--- src/rtl/ft2232h_rx_reader.sv ---
// ft2232h_rx_reader
//   Reads bytes from the FT2232H RX FIFO (FT245 synchronous mode: RXF#/OE#/RD#
//   on ADBUS) into an internal show-ahead FIFO. Presents them downstream as a
//   valid/ready byte stream. Everything runs on the 60 MHz CLKOUT domain.
//
// Ports
//   clk_i       CLKOUT from the FT2232H, rising edge
//   rst_n_i     asynchronous active-low reset
//   adbus_i     ADBUS[7:0] data (never driven by this block)
//   rxf_i       RXF#, low = FT2232H has data
//   oe_o        OE#, low = FT2232H drives ADBUS (registered)
//   rd_o        RD#, low = read/advance FT2232H FIFO (registered)
//   data_o      head byte of the internal FIFO
//   valid_o     data_o holds a byte
//   ready_i     consumer accepts data_o when valid_o && ready_i
//   level_o     internal FIFO occupancy, 0..FIFO_DEPTH
//   rx_count_o  total bytes captured
//
// Build option
//   FT_RX_BYTE_COUNT_EN : when defined, rx_count_o is a wrapping 32-bit count
//                         of captured bytes; otherwise it is tied to 0.
module ft2232h_rx_reader #(
    parameter int FIFO_DEPTH = 16,
    parameter int AF_MARGIN  = 2
) (
    input  logic                        clk_i,
    input  logic                        rst_n_i,
    input  logic [7:0]                  adbus_i,
    input  logic                        rxf_i,
    output logic                        oe_o,
    output logic                        rd_o,
    output logic [7:0]                  data_o,
    output logic                        valid_o,
    input  logic                        ready_i,
    output logic [$clog2(FIFO_DEPTH):0] level_o,
    output logic [31:0]                 rx_count_o
);

    localparam int AW = $clog2(FIFO_DEPTH);
    localparam int LW = AW + 1;

    typedef enum logic [1:0] {
        IDLE    = 2'd0,
        OE_LO   = 2'd1,
        READING = 2'd2
    } state_t;

    state_t          r_state, w_state_next;
    logic            r_oe, r_rd, w_oe_next, w_rd_next;
    logic [7:0]      r_mem [FIFO_DEPTH];
    logic [AW-1:0]   r_wptr, r_rptr;
    logic [LW-1:0]   r_level, w_level_next, w_free_next;
    logic            w_capture, w_pop, w_room;

    assign w_capture    = !r_rd && !rxf_i;
    assign w_pop        = (r_level != '0) && ready_i;
    assign w_level_next = r_level + LW'(w_capture) - LW'(w_pop);
    assign w_free_next  = LW'(FIFO_DEPTH) - w_level_next;
    // Reading continues only while more than AF_MARGIN slots stay free after
    // this edge; that keeps every capture away from a full FIFO.
    assign w_room       = w_free_next > LW'(AF_MARGIN);

    // Next-state logic; OE#/RD# are computed here and registered below
    always_comb begin
        w_state_next = r_state;
        w_oe_next    = 1'b1;
        w_rd_next    = 1'b1;
        unique case (r_state)
            IDLE: begin
                if (!rxf_i && w_room) begin
                    w_state_next = OE_LO;
                    w_oe_next    = 1'b0;
                end
            end
            OE_LO: begin
                // One bus-turnaround cycle before RD# may fall
                if (rxf_i) begin
                    w_state_next = IDLE;
                end else begin
                    w_state_next = READING;
                    w_oe_next    = 1'b0;
                    w_rd_next    = 1'b0;
                end
            end
            READING: begin
                if (rxf_i || !w_room) begin
                    w_state_next = IDLE;
                end else begin
                    w_oe_next = 1'b0;
                    w_rd_next = 1'b0;
                end
            end
            default: w_state_next = IDLE;
        endcase
    end

    always_ff @(posedge clk_i or negedge rst_n_i) begin
        if (!rst_n_i) begin
            r_state <= IDLE;
            r_oe    <= 1'b1;
            r_rd    <= 1'b1;
        end else begin
            r_state <= w_state_next;
            r_oe    <= w_oe_next;
            r_rd    <= w_rd_next;
        end
    end

    // Show-ahead FIFO; storage is cleared so data_o reads 0x00 out of reset
    always_ff @(posedge clk_i or negedge rst_n_i) begin
        if (!rst_n_i) begin
            for (int i = 0; i < FIFO_DEPTH; i++) r_mem[i] <= 8'h00;
            r_wptr  <= '0;
            r_rptr  <= '0;
            r_level <= '0;
        end else begin
            if (w_capture) begin
                r_mem[r_wptr] <= adbus_i;
                r_wptr        <= r_wptr + 1'b1;
            end
            if (w_pop) r_rptr <= r_rptr + 1'b1;
            r_level <= w_level_next;
        end
    end

`ifdef FT_RX_BYTE_COUNT_EN
    logic [31:0] r_rx_count;
    always_ff @(posedge clk_i or negedge rst_n_i) begin
        if (!rst_n_i)      r_rx_count <= '0;
        else if (w_capture) r_rx_count <= r_rx_count + 32'd1;
    end
    assign rx_count_o = r_rx_count;
`else
    assign rx_count_o = '0;
`endif

    assign oe_o    = r_oe;
    assign rd_o    = r_rd;
    assign data_o  = r_mem[r_rptr];
    assign valid_o = (r_level != '0);
    assign level_o = r_level;

endmodule
--- config.mk ---
export PLATFORM = sky130hd
export DESIGN_NAME = ft2232h_rx_reader
export DESIGN_NICKNAME = d
export VERILOG_FILES = /design/src/rtl/ft2232h_rx_reader.sv
export SDC_FILE = /design/constraint.sdc
export NUM_CORES = 1
export LEC_CHECK = 0
export CORE_MARGIN = 4
export CORE_UTILIZATION = 60
export DETAILED_ROUTE_END_ITERATION = 8
export PLACE_DENSITY_LB_ADDON = 0.15
export SLEW_MARGIN = 30
export SYNTH_ARGS = -nofsm -noshare
export SYNTH_HDL_FRONTEND = slang
export SYNTH_SLANG_ARGS = --single-unit
--- constraint.sdc ---
create_clock -name clk_i -period 8.9 [get_ports clk_i]
set_clock_uncertainty 0.2 [all_clocks]
set_input_delay 1.78 -clock clk_i [delete_from_list [all_inputs] [get_ports clk_i]]
set_output_delay 1.78 -clock clk_i [all_outputs]
set_load 0.005 [all_outputs]
==> impl_metrics.tcl <==
set metrics [dict create \
    status "finished clean" \
    initial_core_util_pct 61.7 \
    synth_top_cell_by_area "dfrtp_1" \
    finalMaxSlewViolations 0 \
    crit_chain "clkdlybuf4s50_1 -> nor2_2 -> inv_2 -> ha_1 -> inv_1 -> ha_1 -> inv_1 -> fa_1 -> inv_1 -> ha_1 -> nor2_1 -> nor4_1 -> a31o_2 -> or4b_1 -> nand4_1" \
    synthMuxAreaShare_pct 33.4 \
    arrival_ns 5.59 \
    synth_ff_type "dfrtp_1" \
    critPathKind "primary input to flop" \
    yosysMostFrequentCell "dfrtp_1" \
    core_um2 11500 \
    setup.worst_path.start "rxf_i" \
    cts_root_buffer "clkbuf_16" \
    synth_fa_ha_area_share_pct 3.29 \
    synth_edf_count 0 \
    total_power_uw 2860 \
    crit_path_start_kind "primary input" \
    synth_top_area_share_pct 50.5 \
    htree_levels 4 \
    rr_startpoint "rd_o" \
    fin_tns_setup_ns 0 \
    relSlewSlack_pct 46.5 \
    layout_setup_ws_ns 3.45 \
    antenna_found_initial 0 \
    multiInputGateArea_um2 3160 \
    period_share_pct 61.3 \
    synth_cell_type_count 42 \
    grt-ovfl-total 0 \
    crit_buf_inv 5 \
    postCtsSetupBuffers 0 \
    ir_drop_mv 0.258 \
    ys_ff_latch 145 \
    vias_per_cell 5.80 \
    syn_inst 477 \
    hold_class "flop to flop" \
    yosysWarnings 0 \
    diodes 0 \
    synth_compound_area_share_pct 1.17 \
    synth_area_leaders "dfrtp_1, mux2_1, mux4_2" \
    cp_top_family "simple AND/OR/NAND/NOR gates" \
    num_vias 3804 \
    cts_max_path_buffers 2 \
    cts_buffers 17 \
    rsz0062_at_grt "no" \
    synthXorXnorAreaFrac_pct 1.45 \
    setup_viol 0 \
    track_usage_pct 21.6 \
    worst_pin_slew_ns 0.799 \
    clk_pin_slew_ns 0.05 \
    drive_gt1_share_pct 20.7 \
    clk_latency_ns 0.41 \
    fin_crit_ns 5.45 \
    maxCapViolCount 0 \
    cts_tree "yes" \
    grt_max_degree 74 \
    worstSetupEndpointType "flop" \
    drc 0 \
    worst-r2r-setup-slack_ns 5.05 \
    synth_top_family_by_area "multiplexers" \
    hold_viol_final 0 \
    yosys-top-cells-count "dfrtp_1, mux2_1, mux4_2, buf_4, mux2_2" \
    gp_congestion 0.836 \
    critPathSlowestCell "nor2_2" \
    postCtsHoldBufs 0 \
    grt_pass1_wl_um 21800 \
    syn_area_um2 7080 \
    crit_fanout 21 \
    dieArea_um2 13600 \
    wirelength_um 12900 \
    nFillCells 815 \
    yosys.area_share.simple_pct 3.57 \
    place_area_um2 7320 \
    regArea_um2 3630 \
    pre_cts_slack_ns 3.04 \
    fp.dieW_um 117 \
    leakage_uw 0.00372 \
    dr.pass1.iters 4 \
    cts.sinks 145 \
    hold_slack_ns 0.284 \
    design_area_um2 7850 \
    hp-start "r_mem[12]" \
    grt_pass1_vias 4078 \
    powerDensity_nw_per_um2 364 \
    post_cts_resized 0 \
    first_iter_violations 192 \
    cp_slowest_stage_delay_ns 0.67 \
    dpl.hpwl_um 8980 \
    rows 39 \
    die_h_um 117 \
    syn_avg_cell_area_um2 14.8 \
    synthArstFlopShare_pct 100 \
    syn2layout_area_growth_pct 10.9 \
    fin_nets 532 \
    boundaryPins 60 \
    required_ns 9.04 \
    io_buffers 27 \
    ys_seq_area_share_pct 51.3 \
    routedWlPerCell_um 19.7 \
    ant_nets 0 \
    timing.fmax_ghz 0.183 \
]
## path summary, 6_finish.rpt
| kind | endpoint | cells after the start |
|---|---|---|
| setup / recovery | r_state[1] | 15 |
| hold / removal | r_mem[12] | 1 |
| setup reg to reg | r_state[1] | 14 |
| hold reg to reg | r_mem[12] | 1 |
| max in group asynchronous | r_rptr[0] | 2 |
| min in group asynchronous | r_mem[126] | 1 |
## final cells by class
cell class | instances | share of cell area [%]
clock buffer | 24 | 6.01
clock inverter | 6 | 0.749
inverter | 15 | 0.717
multi-input combinational | 293 | 40.2
sequential | 145 | 46.3
tap | 143 | 2.28
timing repair buffer | 30 | 3.79
## state kept, by name, indices dropped and copies added, names as in the netlist
| name | flops |
|---|---|
| r_state | 2 |
| r_rptr | 4 |
| oe_o | 1 |
| r_mem | 128 |
| r_wptr | 4 |
| level_o | 5 |
| rd_o | 1 |
## layer usage
layer	routed length, µm	vias up	global-route usage [%]
met1	6030	2006	30.8
met5	0	-	0
met3	427	15	4.46
met2	6320	66	33.5
met4	168	0	7.26
li1	-	1717	-
## cells by family after synthesis
kind of cell	count (synthesis)
flip-flops	145
other	1
AO/OA/AOI/OAI	12
multiplexers	170
adder cells (fa/ha/maj)	18
XOR/XNOR	10
AND/OR/NAND/NOR	51
buffers and inverters	70
## metrics by stage
| stage | util [%] | cells |
|---|---|---|
| finish | 68.5 | 656 |
| global route | 68.5 | 656 |
| CTS | 68.4 | 656 |
| detailed placement | 63.8 | 626 |
| global placement | 63.8 | 626 |
| floorplan | - | 508 |
## cell usage in the layout, fill, tap and decap left out, types with 2 or more instances in the layout
master           instances
dfstp_2                  2
mux4_2                  40
mux2_2                  23
conb_1                  32
inv_1                   13
o21ai_1                  2
nor2b_1                  3
clkbuf_8                 2
mux2_1                 106
clkinv_2                 4
buf_6                    2
nand4_1                  3
nor2_1                   8
nand2b_1                 2
ha_1                    17
a21oi_1                  3
xnor2_1                  7
buf_4                    2
clkdlybuf4s50_1         26
nand2_1                 12
nor2_2                   4
clkbuf_16               17
dfrtp_1                142
nand3_1                 13
clkbuf_1                 5
inv_2                    2
## power by group
part / internal [µW] / switching [µW]
sequential: 959 / 190
combinational: 615 / 453
clock: 394 / 244
No activity file was read; power rests on OpenSTA's default activity.
